<file path="config.mk">
export PLATFORM = sky130hd
export DESIGN_NAME = ble_button_parser
export DESIGN_NICKNAME = d
export VERILOG_FILES = /design/src/rtl/ble_button_parser.sv
export SDC_FILE = /design/constraint.sdc
export NUM_CORES = 1
export LEC_CHECK = 0
export CORE_MARGIN = 2
export CORE_UTILIZATION = 42
export DETAILED_ROUTE_END_ITERATION = 10
export SYNTH_ARGS = -nofsm -noshare
export SYNTH_HDL_FRONTEND = slang
export SYNTH_SLANG_ARGS = --single-unit
</file>
<file path="constraint.sdc">
create_clock -name clk_in -period 2.6 [get_ports clk_in]
set_clock_uncertainty 0.2 [all_clocks]
set_input_delay 0.52 -clock clk_in [delete_from_list [all_inputs] [get_ports clk_in]]
set_output_delay 0.52 -clock clk_in [all_outputs]
set_load 0.01 [all_outputs]
</file>
<file path="src/rtl/ble_button_parser.sv">
// Bluefruit-style button packet parser: assembles "!B<id><act><chk>" frames from a
// UART byte stream, emits one event per valid packet, and tracks held buttons.
module ble_button_parser #(
    parameter int TIMEOUT_CYCLES = 742500,
    parameter int TW             = 20
) (
    input  logic       clk_in,
    input  logic       rst_in_n,
    input  logic [7:0] data_in,
    input  logic       valid_in,
    output logic [7:0] evt_data,
    output logic       evt_valid,
    output logic [7:0] btn_state,
    output logic       pkt_err
);

    localparam logic [7:0]    BYTE_BANG = 8'h21;
    localparam logic [7:0]    BYTE_B    = 8'h42;
    localparam logic [TW-1:0] T_MAX     = TW'(TIMEOUT_CYCLES);
    localparam logic [TW-1:0] T_LAST    = TW'(TIMEOUT_CYCLES - 1);

    typedef enum logic [2:0] {
        ST_IDLE,
        ST_TYPE,
        ST_ID,
        ST_ACT,
        ST_SUM
    } state_t;

    state_t        state_reg, state_next;
    logic [7:0]    sum_reg, sum_next;
    logic [TW-1:0] cnt_reg, cnt_next;
    logic [2:0]    id_reg, id_next;
    logic          pressed_reg, pressed_next;
    logic [7:0]    evt_data_reg, evt_data_next;
    logic          evt_valid_reg, evt_valid_next;
    logic [7:0]    btn_state_reg, btn_state_next;
    logic          pkt_err_reg, pkt_err_next;
    logic          evt_fire;

    always_ff @(posedge clk_in or negedge rst_in_n) begin
        if (!rst_in_n) begin
            state_reg     <= ST_IDLE;
            sum_reg       <= 8'h00;
            cnt_reg       <= '0;
            id_reg        <= 3'd0;
            pressed_reg   <= 1'b0;
            evt_data_reg  <= 8'h00;
            evt_valid_reg <= 1'b0;
            btn_state_reg <= 8'h00;
            pkt_err_reg   <= 1'b0;
        end else begin
            state_reg     <= state_next;
            sum_reg       <= sum_next;
            cnt_reg       <= cnt_next;
            id_reg        <= id_next;
            pressed_reg   <= pressed_next;
            evt_data_reg  <= evt_data_next;
            evt_valid_reg <= evt_valid_next;
            btn_state_reg <= btn_state_next;
            pkt_err_reg   <= pkt_err_next;
        end
    end

    always_comb begin
        state_next     = state_reg;
        sum_next       = sum_reg;
        id_next        = id_reg;
        pressed_next   = pressed_reg;
        evt_data_next  = evt_data_reg;
        evt_valid_next = 1'b0;
        pkt_err_next   = 1'b0;
        evt_fire       = 1'b0;

        if (valid_in)
            cnt_next = '0;
        else if (state_reg != ST_IDLE && cnt_reg < T_MAX)
            cnt_next = cnt_reg + 1'b1;
        else
            cnt_next = cnt_reg;

        if (valid_in) begin
            case (state_reg)
                ST_IDLE: begin
                    if (data_in == BYTE_BANG) begin
                        state_next = ST_TYPE;
                        sum_next   = BYTE_BANG;
                    end
                end
                ST_TYPE: begin
                    if (data_in == BYTE_B) begin
                        state_next = ST_ID;
                        sum_next   = sum_reg + data_in;
                    end else if (data_in == BYTE_BANG) begin
                        sum_next = BYTE_BANG;
                    end else begin
                        pkt_err_next = 1'b1;
                        state_next   = ST_IDLE;
                    end
                end
                ST_ID: begin
                    if (data_in >= 8'h31 && data_in <= 8'h38) begin
                        state_next = ST_ACT;
                        // '1'..'8' map to 0..7 through the low three bits minus one
                        id_next    = data_in[2:0] - 3'd1;
                        sum_next   = sum_reg + data_in;
                    end else if (data_in == BYTE_BANG) begin
                        state_next = ST_TYPE;
                        sum_next   = BYTE_BANG;
                    end else begin
                        pkt_err_next = 1'b1;
                        state_next   = ST_IDLE;
                    end
                end
                ST_ACT: begin
                    if (data_in == 8'h30 || data_in == 8'h31) begin
                        state_next   = ST_SUM;
                        pressed_next = data_in[0];
                        sum_next     = sum_reg + data_in;
                    end else if (data_in == BYTE_BANG) begin
                        state_next = ST_TYPE;
                        sum_next   = BYTE_BANG;
                    end else begin
                        pkt_err_next = 1'b1;
                        state_next   = ST_IDLE;
                    end
                end
                ST_SUM: begin
                    // Any value is a checksum candidate here, 0x21 included
                    if (data_in == ~sum_reg) begin
                        evt_fire       = 1'b1;
                        evt_valid_next = 1'b1;
                        evt_data_next  = {4'b0000, pressed_reg, id_reg};
                    end else begin
                        pkt_err_next = 1'b1;
                    end
                    state_next = ST_IDLE;
                end
                default: state_next = ST_IDLE;
            endcase
        end else if (state_reg != ST_IDLE && cnt_reg == T_LAST) begin
            pkt_err_next = 1'b1;
            state_next   = ST_IDLE;
        end
    end

    genvar gi;
    generate
        for (gi = 0; gi < 8; gi++) begin : g_btn
            always_comb begin
                btn_state_next[gi] = btn_state_reg[gi];
                if (evt_fire && id_reg == 3'(gi))
                    btn_state_next[gi] = pressed_reg;
            end
        end
    endgenerate

    assign evt_data  = evt_data_reg;
    assign evt_valid = evt_valid_reg;
    assign btn_state = btn_state_reg;
    assign pkt_err   = pkt_err_reg;

endmodule
</file>
# After elaboration in Yosys (flattened, before gate mapping)
# Index checks and enable logic that the tools add are counted.
# totals
regBits,49
latch_bits,0
ram_bits,0
romBits,0
in_bits,11
out_inout_bits,18
elab_cells,92
mem_count,0
# classes
n_addsub,3
multipliers,0
div_mod_pow,0
order_cmp,3
eq_ne,19
shift,0
n_mux,27
bitwise,1
n_reduce_logical,23
# op_table
op,count
2-to-1 mux 20 bit,2
2-to-1 mux 8 bit,4
case mux 8 bit (4 select lines),1
equality test 8 x 6 -> 1 bit (second input constant),3
adder 20 x 1 -> 20 bit (second input constant),1
equality test 20 bit (second input constant),1
< comparator 20 bit (second input constant),1
2-to-1 mux 3 bit,6
equality test 3 bit (second input constant),5
equality test 3 x 2 -> 1 bit (second input constant),4
case mux 3 bit (4 select lines),1
AND reduction 3 bit,4
logical AND 1 bit,11
2-to-1 mux 1 bit,11
adder 8 bit,1
equality test 8 x 7 -> 1 bit (second input constant),1
equality test 8 bit,1
greater-or-equal comparator 8 x 6 -> 1 bit (second input constant),1
less-or-equal comparator 8 x 6 -> 1 bit (second input constant),1
NOT 8 bit,1
equality test 3 x 1 -> 1 bit (second input constant),2
logical NOT 3 bit,2
inequality test 4 bit (second input constant),1
case mux 1 bit (4 select lines),1
other kinds (8),9

# Logic depth before layout (Yosys ltp)
# logic_depth
word_depth,6
mapped_depth,9
ltp_nobuf,8

# Least setup slack after synthesis
# OpenSTA, ideal clock, no wires.
# synth_path
path_kind,input port to flip-flop
from,input port data_in[2]
to,register btn_state_reg[4] (netlist: btn_state[4])
setup_time_ns,0.125
arrival_time_ns,2.205
required_time_ns,2.275
path_slack_ns,0.070
path_stages,8
path_buffers,1
cell_sequence,ha_1 and3_1 nor3b_1 and4_1 buf_2 nand2b_1 nor3b_1 mux2_2
# synth_via
elab_chain_cells,5
# synth_lines
element,line,source
"start, declared",9,"input logic [7:0] data_in,"
equality test 8 bit,130,if (data_in == ~sum_reg) begin
2-to-1 mux 1 bit,130,
2-to-1 mux 1 bit,83,case (state_reg)
2-to-1 mux 1 bit,82,if (valid_in) begin
via evt_fire,39,logic evt_fire;
logical AND 1 bit,152,if (evt_fire && id_reg == 3'(gi))
"end signal, assigned",60,btn_state_reg <= btn_state_next;
"end, declared",37,"logic [7:0] btn_state_reg, btn_state_next;"
# The timed path passes the listed nets, and every way through them passes these cells.
# A chain may end at the register's enable or synchronous reset.

# Worst setup path in the final report
# layout_path
from,input port data_in[1]
to,register btn_state_reg[5] (netlist: btn_state[5])
# layout_via
elab_chain_cells,5
# layout_lines
element,line
equality test 8 bit,130
2-to-1 mux 1 bit,130
2-to-1 mux 1 bit,83
2-to-1 mux 1 bit,82
logical AND 1 bit,152
# No other way between the ends.

==> results.toml <==
[grt]
first_global_vias = 2349
groute.usage.overall_pct = 18.3
grt_antenna_before_repair = 0
grt_pass1_wl_um = 11300
grt.overflow.total = 0
grt_start_max_net_pins = 50

[timing]
timing_worst_slew_pin_value_ns = 0.623
timing.hold.ws_ns = 0.109
rsz0062_at_grt = "no"
report.final.slew_viol_count = 0
post-route-period-util_pct = 92.7
timing.final.crit_period_ns = 2.41
maxClockFrequency_mhz = 415
setup_viol = 0
timing_hold_violations_final = 0
max-slew-margin-rel_pct = 58.5

[flow_run]
max_cap_violations = 0

[finish]
antenna_cells_inserted = 0
largest_register_ffs = 20
nNetsFinal = 398
layout-drive-gt1-share_pct = 27.7
final-instance-count-excl-fill = 472
final_area_um2 = 3870
areaGrowthSynthToFinish_pct = 29.4

[placement]
port-buffer-count = 24
placed_area_um2 = 3580
dpl.cell_count = 458
gp_congestion = 0.808
detailed_place_hpwl_um = 4730

[setup_path]
reg2regPathDepth = 8
rrSetupSlack_ns = 0.23
path_cells = "dlygate4sd2_1, ha_1, nand4_1, nor3b_4, and4_4, buf_4, and2_4, nand3_1, mux2_2"
critical_path.reg2reg.startpoint = "sum_reg[2]$_DFFE_PN0P_"
timing.critical_path.max_delay_family = "simple AND/OR/NAND/NOR gates"
criticalPathCategory = "in2reg"
startpoint = "data_in[1]"
timing.critical_path.slowest_cell_delay_ns = 0.31
worst_path_max_delay_cell = "ha_1"
worst_ep_required_time_ns = 2.60
crit_buf_inv = 2
r2r-end = "btn_state[5]$_DFFE_PN0P_"
setup.worst_path.start_class = "primary input"
cp.arrival_ns = 2.41
worstPathMaxFanout = 4
timing.critical_path.to_type = "flip-flop"

[synth]
mean_syn_cell_area_um2 = 9.59
synthesis.instances = 312
synthFlopType = "dfrtp_1"
synth_enable_flop_cells = 0
ys_async_rst_share_pct = 100
synth_seq_area_share_pct = 41.0
synthesis.area_um2 = 2990
synth_cell_types = 56
synth-warning-count = 0
postSynthRegisterBits = 49

[power]
vdd_drop_max_v = 0.000264
cellLeakagePower_nw = 1.78
power_per_cell_area_nw_per_um2 = 457
report.power.total_mw = 1.77

[clock_network]
cts_inserted_buffers = 5
clock_path_buffers = 2
clkSlewWorstSetupHoldPaths_ns = 0.10
cts_hold_buffers = 0
ctsHtreeMaxLevel = 2
source_to_sink_clock_delay_at_the_later_pin_of_the_worst_skew_pair_ns = 0.30
tritoncts = "done"
cts_root_buf = "clkbuf_8"
clock_sinks = 49

[detailed_routing]
wirelength_um = 6680
wl_per_cell_um = 14.2
drt_first_pass_iters = 4
viasPerCell = 5.25
ant_nets = 0
drt_drc_violations_left = 0
first_iter_violations = 103
dr_total_vias = 2477

[min_path]
worst_min_delay_path_class = "in2async"

[die]
fp.dieH_um = 88.4
die_w_um = 88.4
dieArea_um2 = 7820
core_region_area_um2 = 6830
starting_utilization_of_the_core_area_pct = 43.8
num_rows = 30
io-pin-count = 29

[outcome]
outcome = "finished clean"
[layout by cell type (no fill, tap or decap), drive strengths merged, types with 2 or more instances in the layout]
master and n:
mux2 20, and3 4, clkbuf 5, nor4b 2
nand4bb 2, nor3b 2, nand4b 3, nor4bb 2
nand4 8, dfrtp 49, nand2 14, o21ai 17
and4 6, a21oi 15, nor2b 8, buf 48
nor4 3, o2111ai 2, xnor2 6, nor2 26
a21boi 3, or4 3, mux2i 4, nand3 16
dlymetal6s2s 6, clkdlybuf4s50 16, a21o 4, xor2 7
inv 18, nand3b 2, conb 4, ha 11
or3 7, a31oi 8, nor3 10
[cell families after synthesis]
logic type / synth area share [%]
flops: 41.0
buf+inv: 5.14
simple gates: 23.9
mux: 8.86
fa+ha+maj: 5.27
compound gates: 12.0
other cells: 0.125
xor+xnor: 3.80
[synth_stat cells, types with 4 or more instances]
cell type | instances | area [um^2]
dfrtp_1 | 49 | 1230
nor2_1 | 26 | 97.6
mux2_2 | 20 | 225
inv_1 | 17 | 63.8
nand3_1 | 16 | 80.1
a21oi_1 | 14 | 70.1
nand2_1 | 14 | 52.6
ha_1 | 11 | 138
nor3_1 | 10 | 50.1
o21ai_0 | 10 | 50.1
clkbuf_1 | 9 | 33.8
a31oi_1 | 8 | 50.1
nor2b_1 | 7 | 43.8
or3_1 | 7 | 43.8
xor2_1 | 7 | 61.3
nand4_1 | 6 | 37.5
o21ai_1 | 6 | 30.0
xnor2_1 | 6 | 52.6
buf_4 | 5 | 37.5
a21o_1 | 4 | 30.0
and3_1 | 4 | 25.0
mux2i_1 | 4 | 40.0
[layer usage]
layer  track usage, %  vias to the layer above  part of all wire (%)
met4             3.86                        0                   1.3
met1             25.8                     1184                    49
met2             29.7                       35                    47
li1                 -                     1251                     -
met3             2.99                        7                   2.5
met5                0                        -                     0
[worst max path at each step]
stage	to	cells past startpoint	slack [ns]
final	btn_state[5]$_DFFE_PN0P_	9	0.19
after global routing	btn_state[5]$_DFFE_PN0P_	9	0.06
after CTS	sum_reg[5]$_DFFE_PN0P_	10	0.006
after detailed placement	btn_state[5]$_DFFE_PN0P_	9	-0.47
after global placement	btn_state[5]$_DFFE_PN0P_	9	-0.40
after floorplan	btn_state[4]$_DFFE_PN0P_	8	0.07
[through the flow]
stage               TNS, ns  setup slack (ns)  utilization, %
detailed placement    -8.55            -0.466            52.4
global route              0            0.0646            56.7
floorplan                 0            0.0704               -
CTS                       0           0.00631            54.9
finish                    0             0.189            56.7
global placement      -7.75            -0.400            52.4
[power breakdown]
part | internal [mW] | switching (mW)
Clock | 0.195 | 0.276
Sequential | 0.803 | 0.0386
Combinational | 0.219 | 0.240
[what timing repair did]
item | CTS | global route
gates resized for setup | 9 | 21
endpoints found under the setup margin | 20 | 24
cloned | 1 | 0
pin swaps | 4 | 9
setup buffers | 5 | 0
[cell type report]
type / count / area (um^2)
fillers: 612 / 2960
multi-input cells: 231 / 1770
flip-flops and latches: 49 / 1230
repair buffers: 71 / 599
well taps: 96 / 120
clock buffers: 5 / 68.8
inverters: 17 / 63.8
clock inverters: 3 / 25.0
Note: power is estimated with default switching activity, not from simulation.
